==> src/rtl/if_prefetch_unit.sv <==
// Instruction-fetch stage: issues sequential ICache requests under a credit limit and
// buffers in-order {PC, instruction} responses in a small FIFO toward decode.
module if_prefetch_unit #(
    parameter int unsigned     XLEN     = 32,
    parameter int unsigned     QDEPTH   = 4,
    parameter logic [XLEN-1:0] RESET_PC = '0
) (
    input  logic                        clk,
    input  logic                        rst,
    input  logic                        Enable,
    output logic                        ReqValid,
    input  logic                        ReqReady,
    output logic [XLEN-1:0]             ReqAddr,
    input  logic                        RspValid,
    input  logic [XLEN-1:0]             RspInst,
    input  logic                        Redirect,
    input  logic [XLEN-1:0]             RedirectPc,
    output logic                        OutValid,
    input  logic                        OutReady,
    output logic [XLEN-1:0]             OutPc,
    output logic [XLEN-1:0]             OutInst,
    output logic [$clog2(QDEPTH+1)-1:0] QueueCount,
    output logic                        MisalignErr
);

    localparam int unsigned CW = $clog2(QDEPTH + 1);
    localparam int unsigned PW = $clog2(QDEPTH);

    logic [XLEN-1:0] fetch_pc;
    logic [XLEN-1:0] expect_pc;
    logic [XLEN-1:0] q_pc   [QDEPTH];
    logic [XLEN-1:0] q_inst [QDEPTH];
    logic [PW-1:0]   wr_ptr;
    logic [PW-1:0]   rd_ptr;
    logic [CW-1:0]   count;
    logic [CW-1:0]   in_flight;
    logic [CW-1:0]   drop_cnt;
    logic            misalign_err;

    logic [CW:0]     occupancy;
    logic            req_fire;
    logic            rsp_push;
    logic            pop;
    logic [XLEN-1:0] redirect_base;

    // Queue slots plus outstanding requests never exceed QDEPTH, so every kept response has room.
    assign occupancy     = {1'b0, count} + {1'b0, in_flight};
    assign ReqValid      = rst & Enable & ~Redirect & (occupancy < (CW+1)'(QDEPTH));
    assign ReqAddr       = fetch_pc;
    assign req_fire      = ReqValid & ReqReady;
    assign rsp_push      = RspValid & (drop_cnt == '0) & ~Redirect;
    assign OutValid      = (count != '0) & ~Redirect;
    assign pop           = OutValid & OutReady;
    assign redirect_base = {RedirectPc[XLEN-1:2], 2'b00};

    assign OutPc         = (count != '0) ? q_pc[rd_ptr]   : '0;
    assign OutInst       = (count != '0) ? q_inst[rd_ptr] : '0;
    assign QueueCount    = count;
    assign MisalignErr   = misalign_err;

    // NOTE: sequential state uses non-blocking assignments so every register samples
    // the pre-edge values of its peers, independent of statement order.
    always_ff @(posedge clk or negedge rst) begin
        if (!rst) begin
            fetch_pc     <= RESET_PC;
            expect_pc    <= RESET_PC;
            wr_ptr       <= '0;
            rd_ptr       <= '0;
            count        <= '0;
            in_flight    <= '0;
            drop_cnt     <= '0;
            misalign_err <= 1'b0;
        end else begin
            misalign_err <= Redirect & (RedirectPc[1:0] != 2'b00);
            if (Redirect) begin
                // Everything still outstanding after this edge belongs to the old stream.
                fetch_pc  <= redirect_base;
                expect_pc <= redirect_base;
                wr_ptr    <= '0;
                rd_ptr    <= '0;
                count     <= '0;
                in_flight <= in_flight - CW'(RspValid);
                drop_cnt  <= in_flight - CW'(RspValid);
            end else begin
                if (req_fire) begin
                    fetch_pc <= fetch_pc + XLEN'(4);
                end
                in_flight <= in_flight + CW'(req_fire) - CW'(RspValid);
                if (RspValid && (drop_cnt != '0)) begin
                    drop_cnt <= drop_cnt - CW'(1);
                end
                if (rsp_push) begin
                    expect_pc <= expect_pc + XLEN'(4);
                    wr_ptr    <= wr_ptr + PW'(1);
                end
                if (pop) begin
                    rd_ptr <= rd_ptr + PW'(1);
                end
                count <= count + CW'(rsp_push) - CW'(pop);
            end
        end
    end

    // NOTE: the storage array is deliberately not reset; count gates every read,
    // so stale contents are never observable.
    always_ff @(posedge clk) begin
        if (rsp_push) begin
            q_pc[wr_ptr]   <= expect_pc;
            q_inst[wr_ptr] <= RspInst;
        end
    end

endmodule

==> config.mk <==
export PLATFORM = sky130hd
export DESIGN_NAME = if_prefetch_unit
export DESIGN_NICKNAME = d
export VERILOG_FILES = /design/src/rtl/if_prefetch_unit.sv
export SDC_FILE = /design/constraint.sdc
export NUM_CORES = 1
export LEC_CHECK = 0
export ABC_AREA = 1
export CAP_MARGIN = 5
export CORE_MARGIN = 2
export CORE_UTILIZATION = 55
export DETAILED_ROUTE_END_ITERATION = 7
export HOLD_SLACK_MARGIN = 0.05
export PLACE_DENSITY = 0.79
export SLEW_MARGIN = 20
export SYNTH_ARGS = -nofsm -noshare
export SYNTH_HDL_FRONTEND = slang
export SYNTH_SLANG_ARGS = --single-unit
==> constraint.sdc <==
create_clock -name clk -period 6 [get_ports clk]
set_clock_uncertainty 0.1 [all_clocks]
set_input_delay 1.2 -clock clk [delete_from_list [all_inputs] [get_ports clk]]
set_output_delay 1.2 -clock clk [all_outputs]
set_load 0.01 [all_outputs]
==> results of run 1 <==
-- sequential cells by signal (all words and copies together) (netlist names) --
name / count
expect_pc: 30
QueueCount: 3
drop_cnt: 3
rd_ptr: 2
q_pc: 120
q_inst: 128
wr_ptr: 2
MisalignErr: 1
ReqAddr: 30
in_flight: 3
-- area by class of cell --
type                    count  share of cell area
well taps                 341              0.0239
flip-flops and latches    322               0.522
clock inverters            17             0.00681
inverters                 110              0.0232
repair buffers            182               0.101
clock buffers              47              0.0540
multi-input cells        1008               0.269
-- stage by stage --
stage,util,cell area [um2],hold WS (ns)
after global placement,0.627,16700,0.435
final,0.667,17800,0.447
after global routing,0.667,17800,0.448
after detailed placement,0.627,16700,0.446
after CTS,0.667,17800,0.444
after floorplan,-,14800,0.416
-- routing by layer --
layer / track usage / vias to the layer above
li1: - / 5372
met1: 0.347 / 5382
met2: 0.407 / 571
met3: 0.0374 / 67
met4: 0.0873 / 0
met5: 0 / -
-- layout by cell type (no fill, tap or decap), types with 3 or more instances in the layout --
cell type	netlist	final
a21oi_1	88	88
o211ai_1	11	11
nand2_2	4	4
nand2_4	3	3
nand4_1	16	16
inv_1	101	101
nor2_2	5	5
o21ai_0	160	160
buf_4	8	13
clkbuf_1	26	9
clkinv_2	0	8
ha_1	16	16
edfxtp_1	248	248
nor2_1	331	327
xnor2_1	5	5
clkdlybuf4s50_1	0	166
nand3_1	64	64
nand2_1	237	237
xor2_1	17	17
a31oi_1	3	3
clkinv_1	1	6
conb_1	1	4
o21bai_1	5	5
nand3_2	3	3
clkbuf_16	0	36
inv_2	8	8
nor2_4	6	10
nor3_1	12	12
dfrtp_1	74	72
-- cell usage after synthesis (16+ instances only) --
| master | n |
|---|---|
| xor2_1 | 17 |
| inv_1 | 101 |
| a21oi_1 | 88 |
| buf_2 | 21 |
| dfrtp_1 | 74 |
| edfxtp_1 | 248 |
| ha_1 | 16 |
| nand3_1 | 64 |
| clkbuf_1 | 26 |
| o21ai_0 | 160 |
| nand2_1 | 237 |
| nor2_1 | 331 |
| nand4_1 | 16 |
-- worst max-delay path by stage --
stage,from,end,slack (ns)
after floorplan,RspValid,q_inst[0][0],1.10
after global placement,rd_ptr[0],OutInst[31],1.78
after detailed placement,rd_ptr[0],OutInst[31],1.68
after CTS,rd_ptr[0],OutInst[29],1.14
after global routing,rd_ptr[0],OutInst[29],0.89
final,rd_ptr[0],OutInst[31],1.17
-- power by group --
group	internal [W]	total [W]	switching [W]
Combinational	0.000799	0.00190	0.00110
Clock	0.00118	0.00201	0.000836
Sequential	0.00259	0.00282	0.000235
-- critical path: stages, from the launching register on --
cell and delay, ns:
dfrtp_4 0.70, inv_2 0.82, buf_4 0.52, o21ai_0 0.17, a21oi_1 0.21, clkdlybuf4s50_1 0.57
-- logic make-up after synthesis --
kind of cell,Yosys count
adders and majority gates,18
AOI/OAI and AO/OA,276
and+or+nand+nor,688
buffers and inverters,178
xor gates and xnor gates,22
other,1
DFF,322
==> impl_metrics.yaml, run 1 <==
layout:
  fin_cells: 2027
  multi_input_area_um2: 4800
  antenna_cells: 0
  num-fill-cells: 1981
  seqCellArea_um2: 9300
  drive_above_1_share: 0.0635
  final_nets: 1748
  syn_to_final_growth_pct: 20.4
logic_synthesis:
  synth_area_leaders: "edfxtp_1 50%, dfrtp_1 13%, nor2_1 8.4%"
  synth-main-ff-cell: "edfxtp_1"
  synth.avg_cell_area_um2: 9.84
  synth_seq_area_share: 0.628
  syn-cell-area_um2: 14800
  synth_fa_ha_area_frac: 0.0162
  synth_top_family_by_area: "simple AND/OR/NAND/NOR gates"
  async_flop_share: 0.230
  ys_ff_latch: 322
  netlist.top_cell.by_area: "edfxtp_1"
  yosysUniqueCellTypes: 43
  synth_top_area_share: 0.503
  synth_xor_area_frac: 0.0130
  syn_inst: 1505
  synth-compound-area-share: 0.0981
  synth.area.mux_share: 0
  synth-edff-count: 248
  ys.warnings.count: 0
  yosys.area_share.simple: 0.194
route:
  drcViolationCount: 0
  wl_met3_um: 2830
  wl_met1_um: 15000
  wl_met2_um: 16700
  vias: 11400
  drt_iter0_drc: 1260
  postRouteAntennaNets: 0
  top_layer: "met4"
  totalWireLength_um: 35300
  wl_per_cell_um: 17.4
  drtPass1Iterations: 6
  vias_per_cell: 5.62
placement:
  hpwl_um: 22600
  pre_cts_slack_ns: 1.68
  gp_congestion: 0.944
  dp_cells: 1963
  port_buffers: 168
sta:
  fin_ws_ns: 1.17
  rsz0062_at_grt: "no"
  finalSetupViolCount: 0
  relSlewSlack: 0.323
  tns_ns: 0
  fmax_ghz: 0.207
  min_period_ns: 4.83
  report.final.slew_viol_count: 0
  post-route-period-util: 0.805
  worst_slew_pin_slew_ns: 1.01
  finalHoldViolCount: 0
clock_tree:
  clk_pin_slew_ns: 0.06
  clk-insertion-delay-late_ns: 0.50
  cts_setup_buffers: 0
  cts_sinks: 322
  cts_root_buffer: "clkbuf_16"
  cts_resized: 0
  ctsHtreeMaxLevel: 2
  cts.path.max_buffers: 3
  cts_tree: "yes"
  cts_buffers: 35
  holdBufCountCts: 0
worst_setup_path:
  crit_required_ns: 4.70
  cp-start-kind: "flip-flop"
  arrival_ns: 3.53
  end_kind: "output pin"
  worst-path-max-fanout: 72
  r2r_slack_ns: 2.86
  critical_path.reg2reg.endpoint: "QueueCount[2]"
  r2r_cells: 13
  crit_type: "flip-flop to output pin"
  r2r-start: "drop_cnt[0]"
run_status:
  outcome: "finished clean"
floorplanning:
  initial_core_util: 0.554
  pin_count: 173
  rows: 60
  core_um2: 26700
  die_h_um: 168
  die-area_um2: 28200
  die_x_um: 168
global_routing:
  grt-ovfl-total: 0
  grt_max_degree: 78
  grt_pass1_wl_um: 56300
  antenna_found_initial: 0
  first_global_vias: 11100
  track_usage: 0.250
hold_path:
  hp-class: "input port to async pin"
job:
  maxCapViolCount: 0
power_and_ir_drop:
  power.density_nw_per_um2: 377
  power.leakage_nw: 6.78
  total_power_w: 0.00673
  peakVddDrop_v: 0.000187
Power figures use the tool's default switching activity.
==> inputs of run 2 (changes only) <==
- CORE_UTILIZATION: 55 -> 51
- PLACE_DENSITY: 0.79 -> 0.77
- clock period: 6 -> 4.15 ns (I/O delays scaled with it)
==> impl_metrics.yaml, run 2 (synthesized netlist as in run 1, its figures left out) <==
run_status:
  outcome: "finished clean"
floorplanning:
  pin_count: 173
  die_h_um: 174
  die_x_um: 174
  core_um2: 28600
  initial_core_util: 0.517
  rows: 62
  die-area_um2: 30400
worst_setup_path:
  arrival_ns: 2.72
  critPathSlowestCell: "clkdlybuf4s50_1"
  cp-start-kind: "flip-flop"
  worst-path-max-fanout: 30
  cp_top_family: "buffers and inverters"
  crit_required_ns: 3.22
  critPathMaxStageDelay_ns: 0.59
  crit_type: "flip-flop to output pin"
  path_buf_inv: 3
  end_kind: "output pin"
  path_cells: "inv_2 > buf_4 > o21ai_0 > a21oi_1 > clkdlybuf4s50_1"
route:
  postRouteAntennaNets: 0
  drcViolationCount: 0
  wl_per_cell_um: 17.4
  vias_per_cell: 5.46
  drtPass1Iterations: 5
  vias: 11300
  totalWireLength_um: 36100
  drt_iter0_drc: 1192
sta:
  finalHoldViolCount: 0
  report.final.slew_viol_count: 0
  whs_ns: 0.330
  relSlewSlack: 0.522
  fin_ws_ns: 0.497
  min_period_ns: 3.65
  rsz0062_at_grt: "no"
  fmax_ghz: 0.274
  post-route-period-util: 0.880
  finalSetupViolCount: 0
  worst_slew_pin_slew_ns: 0.715
power_and_ir_drop:
  power.density_nw_per_um2: 552
  total_power_w: 0.00996
  peakVddDrop_v: 0.000315
  power.leakage_nw: 6.85
clock_tree:
  clk-insertion-delay-late_ns: 0.51
  cts_tree: "yes"
  clk_pin_slew_ns: 0.06
  cts_root_buffer: "clkbuf_16"
  cts_buffers: 34
  cts.path.max_buffers: 3
  cts_sinks: 322
  ctsHtreeMaxLevel: 2
  cts_setup_buffers: 0
  cts_resized: 0
  holdBufCountCts: 0
layout:
  top_register: "q_inst"
  mostFrequentLayoutCell: "nor2_1"
  antenna_cells: 0
  reg_top3: "q_inst (128), q_pc (120)"
  drive_above_1_share: 0.0652
  largest_reg_flops: 128
  fin_cells: 2071
  syn_to_final_growth_pct: 21.8
  final_cell_mix: "327 x nor2_1, 248 x edfxtp_1, 237 x nand2_1"
  final_nets: 1752
placement:
  port_buffers: 168
  gp_congestion: 0.935
  pre_cts_slack_ns: 0.674
  hpwl_um: 22600
  dp_cells: 2011
global_routing:
  grt-ovfl-total: 0
  grt_pass1_wl_um: 56600
  grt_max_degree: 128
  first_global_vias: 10800
  antenna_found_initial: 1
  track_usage: 0.234
hold_path:
  hp-class: "input port to async pin"
job:
  maxCapViolCount: 0
## run 2: cell type report
class	count	area, um2
well taps	384	480
multi-input cells	1008	4800
clock buffers	43	936
fillers	2217	10600
repair buffers	187	1920
inverters	110	413
clock inverters	17	184
flip-flops and latches	322	9300
## run 2: layer usage
layer  vias up  part of all wire  global-route usage
met5         -                 0                   0
met4         0             0.025              0.0721
met3        73             0.076              0.0361
met2       483              0.48               0.385
met1      5367              0.42               0.324
li1       5395                 -                   -
## run 2: worst reg2reg max path: cells and delay by family (launching register included)
kind / cells / cell delay, ns
compound gates: 2 / 0.23
fa+ha+maj: 3 / 0.80
buf+inv: 4 / 0.71
flops: 1 / 0.45
simple gates: 4 / 0.47
## run 2: through the flow
stage           util  setup TNS (ns)  cell area, um2
2_1_floorplan      -          -93.74           14800
3_3_place_gp   0.591               0           16900
3_5_place_dp   0.591               0           16900
4_1_cts        0.630               0           18000
5_1_grt        0.630               0           18000
6_report       0.630               0           18000
## run 2: power breakdown
| group | total, W | switching [W] | internal (W) | leakage [nW] |
|---|---|---|---|---|
| Combinational | 0.00291 | 0.00170 | 0.00121 | 3.17 |
| Clock | 0.00303 | 0.00118 | 0.00184 | 0.551 |
| Sequential | 0.00402 | 0.000281 | 0.00374 | 3.13 |
| Total | 0.00996 | 0.00316 | 0.00680 | 6.85 |
## run 2: worst paths after layout
kind,from,to,slack [ns],cells past startpoint
max in group asynchronous,rst,rd_ptr[0],2.61,3
min in group clk,drop_cnt[1],drop_cnt[1],0.46,2
worst min register to register,drop_cnt[1],drop_cnt[1],0.46,2
worst min-delay path,rst,ReqAddr[2],0.33,2
worst max register to register,QueueCount[1],QueueCount[2],1.29,13
worst max-delay path,rd_ptr[0],OutPc[23],0.50,5
